$ cat src/rtl/sr_latch_ctrl.sv
// sr_latch_ctrl: round-robin arbiter that shares one SR latch among NREQ
// requesters. A granted requester gets a fixed-width S or R pulse, an optional
// readback check on q_in, then a single-cycle req_ready acknowledge.
// Optional feature macro: SR_CTRL_TIMEOUT_EN (adds VERIFY state, timeout,
// err/err_src). Without it, DRIVE goes straight to DONE and err/err_src are 0.
module sr_latch_ctrl #(
    parameter int NREQ      = 4,
    parameter int PULSE_CYC = 2,
    parameter int TIMEOUT   = 8
) (
    input  logic                    clk,
    input  logic                    reset,
    input  logic [NREQ-1:0]         req_valid,
    input  logic [NREQ-1:0]         req_op,
    output logic [NREQ-1:0]         req_ready,
    output logic                    s_out,
    output logic                    r_out,
    input  logic                    q_in,
    output logic                    busy,
    output logic                    err,
    output logic [$clog2(NREQ)-1:0] err_src
);

    localparam int IW   = $clog2(NREQ);
    // One counter serves both the pulse phase and the verify phase, so it is
    // sized for whichever of the two can run longer.
    localparam int CMAX = (PULSE_CYC > TIMEOUT) ? PULSE_CYC : TIMEOUT;
    localparam int CW   = $clog2(CMAX + 1);

    typedef enum logic [1:0] {IDLE, DRIVE, VERIFY, DONE} state_t;

    state_t        state;
    logic [IW-1:0] ptr;
    logic [IW-1:0] g;
    logic          exp_q;
    logic [CW-1:0] cnt;

    logic          gnt_found;
    logic [IW-1:0] gnt_idx;
    logic [IW:0]   scan;

    // Round-robin pick: first valid index starting at ptr, wrapping modulo NREQ.
    always_comb begin
        gnt_found = 1'b0;
        gnt_idx   = '0;
        scan      = '0;
        for (int i = 0; i < NREQ; i++) begin
            scan = {1'b0, ptr} + (IW+1)'(i);
            if (scan >= (IW+1)'(NREQ))
                scan = scan - (IW+1)'(NREQ);
            if (!gnt_found && req_valid[scan[IW-1:0]]) begin
                gnt_found = 1'b1;
                gnt_idx   = scan[IW-1:0];
            end
        end
    end

`ifndef SR_CTRL_TIMEOUT_EN
    assign err     = 1'b0;
    assign err_src = '0;
`endif

    // Controller FSM; every output is a register so S/R glitches never reach the latch.
    always_ff @(posedge clk or posedge reset) begin
        if (reset) begin
            state     <= IDLE;
            ptr       <= '0;
            g         <= '0;
            exp_q     <= 1'b0;
            cnt       <= '0;
            s_out     <= 1'b0;
            r_out     <= 1'b0;
            busy      <= 1'b0;
            req_ready <= '0;
`ifdef SR_CTRL_TIMEOUT_EN
            err       <= 1'b0;
            err_src   <= '0;
`endif
        end else begin
            req_ready <= '0;
`ifdef SR_CTRL_TIMEOUT_EN
            err       <= 1'b0;
`endif
            case (state)
                IDLE: begin
                    if (gnt_found) begin
                        g     <= gnt_idx;
                        exp_q <= req_op[gnt_idx];
                        busy  <= 1'b1;
                        cnt   <= '0;
                        if (q_in == req_op[gnt_idx]) begin
                            // Latch already holds the requested value: acknowledge without a pulse.
                            state     <= DONE;
                            req_ready <= NREQ'(1) << gnt_idx;
                        end else begin
                            state <= DRIVE;
                            s_out <= req_op[gnt_idx];
                            r_out <= !req_op[gnt_idx];
                        end
                    end
                end
                DRIVE: begin
                    if (cnt == CW'(PULSE_CYC - 1)) begin
                        s_out <= 1'b0;
                        r_out <= 1'b0;
                        cnt   <= '0;
`ifdef SR_CTRL_TIMEOUT_EN
                        state <= VERIFY;
`else
                        state     <= DONE;
                        req_ready <= NREQ'(1) << g;
`endif
                    end else begin
                        // S and R are complementary here and both low elsewhere.
                        s_out <= exp_q;
                        r_out <= !exp_q;
                        cnt   <= cnt + 1'b1;
                    end
                end
`ifdef SR_CTRL_TIMEOUT_EN
                VERIFY: begin
                    if (q_in == exp_q) begin
                        state     <= DONE;
                        req_ready <= NREQ'(1) << g;
                    end else if (cnt == CW'(TIMEOUT - 1)) begin
                        state     <= DONE;
                        req_ready <= NREQ'(1) << g;
                        err       <= 1'b1;
                        err_src   <= g;
                    end else begin
                        cnt <= cnt + 1'b1;
                    end
                end
`endif
                DONE: begin
                    state <= IDLE;
                    busy  <= 1'b0;
                    ptr   <= (g == IW'(NREQ - 1)) ? '0 : g + 1'b1;
                end
                default: begin
                    state <= IDLE;
                    s_out <= 1'b0;
                    r_out <= 1'b0;
                    busy  <= 1'b0;
                end
            endcase
        end
    end

endmodule

$ cat config.mk
export PLATFORM = sky130hd
export DESIGN_NAME = sr_latch_ctrl
export DESIGN_NICKNAME = d
export VERILOG_FILES = /design/src/rtl/sr_latch_ctrl.sv
export SDC_FILE = /design/constraint.sdc
export NUM_CORES = 1
export LEC_CHECK = 0
export BUFFER_PORTS_ARGS = -buffer_cell sky130_fd_sc_hd__buf_2
export CORE_ASPECT_RATIO = 0.6
export CORE_MARGIN = 4
export CORE_UTILIZATION = 40
export DETAILED_ROUTE_END_ITERATION = 6
export PLACE_DENSITY = 0.73
export SYNTH_ARGS = -nofsm -noshare
export SYNTH_HDL_FRONTEND = slang
export SYNTH_SLANG_ARGS = --single-unit
$ cat constraint.sdc
create_clock -name clk -period 2.27 [get_ports clk]
set_input_delay 0 -clock clk [delete_from_list [all_inputs] [get_ports clk]]
set_output_delay 0 -clock clk [all_outputs]
set_load 0.1 [all_outputs]
After elaboration in Yosys (flattened, before gate mapping)
Cells that the tools add are included.
Widths: inputs -> output; s select.
{ "word_totals": {"ff_bits": 18, "latchBits": 0, "ramBits": 0, "mem_bits_ro": 0, "inputBits": 11, "output_inout_bits": 10, "wordCells": 98, "n_memories": 0} }
{ "op_classes": {"n_addsub": 9, "n_mul": 0, "div_mod_pow": 0, "order_cmp": 9, "eq_ne": 8, "shift": 2, "muxes": 44, "bitwise_logic": 2, "n_reduce_logical": 15} }
{ "ops": {"columns": ["op", "count"], "rows": [
  ["$mux 2", 12],
  ["$mux 4", 5],
  ["$mux 1", 16],
  ["$pmux 4 s2", 2],
  ["$lt 2x3->1 const B", 5],
  ["$bmux 1 s2", 5],
  ["$ge 3x3->1 const B", 3],
  ["$reduce_and 2->1", 4],
  ["$shl 1x2->4 const A", 2],
  ["$sub 2x1->2 const B", 4],
  ["$add 2x2->3 const B", 2],
  ["$ne 2x2->1 const B", 3],
  ["$pmux 1 s3", 2],
  ["$logic_not 1->1", 5],
  ["$add 4x1->4 const B", 1],
  ["$eq 2x2->1 const B", 2],
  ["$eq 4x1->1 const B", 1],
  ["$pmux 2 s2", 1],
  ["$add 2x1->3 const B", 1],
  ["$ge 2x3->1 const B", 1],
  ["$logic_and 1x1->1", 3],
  ["$reduce_and 3->1", 1],
  ["$add 2x1->2 const B", 1],
  ["$eq 2x1->1 const B", 1],
  ["other kinds (5)", 6]
]} }

Longest topological paths before layout
{ "logic_depth": {"word_depth": 20, "mapped_depth": 7, "depth_no_buf": 7} }

Worst setup path before layout
No wires, ideal clock.
{ "synth_timing": {"path_kind": "flip-flop to flip-flop", "startpoint": "reg ptr[0]", "endpoint": "reg req_ready[0]", "setup_ns": 0.122, "t_arrival_ns": 1.752, "path_slack_ns": 0.396, "stages_incl_launch_ff": 8, "path_buffers": 0, "synth_period_minus_slack_ns": 1.874, "cell_sequence": "dfrtp_1 nor2b_4 nand2b_1 o22ai_2 mux2_4 mux2i_4 xnor2_1 a32o_1"} }
{ "synth_via": {"elab_chain_cells": 20, "word_cells_on_any_way": 44} }
{ "synth_rtl": {"columns": ["item", "line", "rtl"], "rows": [
  ["start: declaration", "33", "logic [IW-1:0] ptr;"],
  ["start signal: assignment", "138", "ptr <= (g == IW'(NREQ - 1)) ? '0 : g + 1'b1;"],
  ["branches (longest 18 deep; another with $add 2x1->3)", null, null],
  ["$mux 4 (*)", "86", "if (gnt_found) begin"],
  ["$pmux 4 s2 (*)", "84", "case (state)"],
  ["end signal: assignment", "94", "req_ready <= NREQ'(1) << gnt_idx;"],
  ["end signal: assignment", "111", "req_ready <= NREQ'(1) << g;"],
  ["end: declaration", "15", "output logic [NREQ-1:0] req_ready,"]
]} }
Every way passes the cells marked *. The select of a mux whose other input is x is not followed.
A chain may end at the register's enable or synchronous reset.

Final worst setup path
{ "layout_timing": {"startpoint": "reg ptr[0]", "endpoint": "reg req_ready[1]"} }
The elaborated chain is that of the path after synthesis.

==> qor.txt <==
Synth top area share: 0.406
Std-Cell Rows: 14
# DRC: 0
PortBufs: 17
Fin crit share: 0.940
FF+latch count, synth: 18
Deepest level of the CTS H-tree: 1
CTS tree: yes
CTS max path bufs: 2
Post-synth ARST share: 1.00
Routed WL: 2.29 mm
Mapped Cells: 114
Hold Path Sink: r_out
Max cap viols: 0
Final core utilization: 0.494
Die Height: 48.8 um
CP Capture Type: register
CTS root buf: clkbuf_8
Final WS setup: 0.137 ns
Worst hold start: q_in
Sequential area share after synthesis: 0.406
DR vias/cell: 5.41
Setup slack at placement: 0.157 ns
Clk slew on worst S/H paths: 0.07 ns
Post-synth cell types: 39
Die extent in x: 76.0 um
Post-DP HPWL: 1.78 mm
Clk Latency, worst-skew pair: 0.25 ns
Startpoint types: register
GP Congestion: 0.916
Avg Synthesized Cell Area: 9.72 um^2
I/O pins: 21
Initial antenna violation count: 0
CP startpoint: ptr[0]
# clock sinks: 18
Die Area: 0.00371 mm^2
VDD IR max: 796 uV
ANT cells: 0
Least-Margin Pin Slew: 0.687 ns
Main synth FF type: dfrtp_1
Routed Antenna Nets: 0
Vias in the first global route: 846
FF-to-FF path depth: 7
Leak: 0.598 nW
GRT overflow: 0
Worst flop-to-flop path endpoint: req_ready[1]
Via count: 888
First-pass iteration count of the detailed router: 4
PwrDens: 1520 mW/mm^2
Largest area contributor in the synthesized netlist: dfrtp_1
Ys Warns: 0
Setup Fix Bufs, Post-CTS: 0
DRT iter0 DRCs: 67
Total GRT Usage: 0.132
Initial core utilization: 0.431
Outcome: complete, no violations
Top-count cell post-synth: dfrtp_1
# setup viols final: 0
Synth cell count leaders: dfrtp_1, nand2_1, inv_1
Worst-path maximum fanout: 6
Routed len/inst: 14.0 um
Achievable clock frequency: 469 MHz
Clock skew: 0.00219 ns
Dominant cells by area after synthesis: dfrtp_1, ha_1, nand2_1, o21ai_0, inv_1
Tot Pwr: 1.94 mW
Slew Limit Fails: 0
Setup slack, reg-to-reg: 0.14 ns
Hold crit path type: input port to register
Largest net degree at the start of global routing: 19
Hold_ws: 0.0151 ns
CTS buffer count: 3
Filler instances: 248
Setup TNS: 0 ns
First-pass GRT wire length: 3.98 mm
WS Path Type: register to register
Syn-to-layout area delta: 14.8%
Layout cells sized above 1: 0.212
Synth Cell Area: 0.00111 mm^2
Rel. slew slack: 0.542
Post-synth EDFFs: 0
Critical Path AT: 2.28 ns
Min Clock Period, post-route: 2.13 ns
Worst R2R Start: ptr[0]
WP data required: 2.41 ns
Final Hold Viols: 0
Core area: 0.00257 mm^2
RSZ-0062 raised after global routing: no
Nets: 150
Hold path depth: 2
logic make-up (layout without fill, tap and decap cells):
| group | Yosys count | in the layout | share of synthesized area |
|---|---|---|---|
| compound gates | 27 | 27 | 0.184 |
| fa+ha+maj | 6 | 6 | 0.0677 |
| flops | 18 | 18 | 0.406 |
| xor+xnor | 4 | 4 | 0.0316 |
| buf+inv | 15 | 31 | 0.0609 |
| mux | 6 | 6 | 0.0756 |
| other cells | 1 | 3 | 0.00338 |
| simple gates | 37 | 37 | 0.170 |
where the power goes:
part / total (mW) / switching (mW) / internal [mW]
combinational: 1.07 / 0.737 / 0.330
sequential: 0.605 / 0.152 / 0.453
clock: 0.265 / 0.111 / 0.154
total: 1.94 / 1.00 / 0.937
how the worst max path moves through the flow:
stage | end | slack [ns] | cells after the start
2_1_floorplan | req_ready[0] | 0.40 | 7
3_3_place_gp | req_ready[1] | 0.29 | 7
3_5_place_dp | req_ready[0] | 0.16 | 7
4_1_cts | req_ready[1] | 0.14 | 7
5_1_grt | req_ready[1] | 0.03 | 7
6_report | req_ready[1] | 0.14 | 7
flip-flops by register name, indices dropped and copies added, names as in the netlist:
signal     flops
ptr            2
state          2
g              2
r_out          1
req_ready      4
s_out          1
busy           1
cnt            4
exp_q          1
critical path: stages (launching register included):
cell and delay, ns:
dfrtp_1 0.43, nor2b_4 0.07, nand2b_1 0.16, o22ai_2 0.31, mux2_4 0.36, mux2i_4 0.25
xnor2_1 0.17, a32o_1 0.28
what timing repair did:
action,4_1_cts,5_1_grt
endpoints found under the hold margin,18,0
hold buffers,1,0
gates resized for setup,0,0
endpoints found under the setup margin,0,0
through the flow:
stage               instance area [um^2]  cells
finish                              1270    164
detailed placement                  1210    159
floorplan                           1120    116
global route                        1270    164
global placement                    1210    159
CTS                                 1270    164
cells in the final DEF (no fill, tap or decap), types with 2 or more instances in the layout:
| cell type | n |
|---|---|
| or4_1 | 2 |
| o21ai_0 | 8 |
| o31ai_1 | 2 |
| xor2_1 | 2 |
| buf_2 | 17 |
| nor2_1 | 8 |
| a21oi_1 | 5 |
| clkbuf_8 | 4 |
| inv_1 | 9 |
| nand2_1 | 12 |
| a32o_1 | 2 |
| dfrtp_1 | 18 |
| xnor2_1 | 2 |
| mux2i_1 | 2 |
| nand2b_1 | 4 |
| ha_1 | 6 |
| or3_1 | 2 |
| nor2b_1 | 2 |
| nor4_1 | 2 |
| mux2_4 | 2 |
| conb_1 | 3 |
final cells by class:
| type | instances | area [um^2] | share of cell area |
|---|---|---|---|
| clock buffer | 4 | 55.1 | 0.0433 |
| inverter | 9 | 33.8 | 0.0265 |
| multi-input combinational | 83 | 598 | 0.470 |
| sequential | 18 | 450 | 0.354 |
| tap | 32 | 40.0 | 0.0315 |
| timing repair buffer | 18 | 95.1 | 0.0747 |
per-layer routing:
metal / vias up / global-route usage / part of all wire
met5: - / 0 / 0
met4: 0 / 0.0355 / 0.0092
met3: 4 / 0.0517 / 0.095
met2: 31 / 0.209 / 0.44
met1: 420 / 0.167 / 0.46
li1: 433 / - / -
No activity file was read; power rests on OpenSTA's default activity.
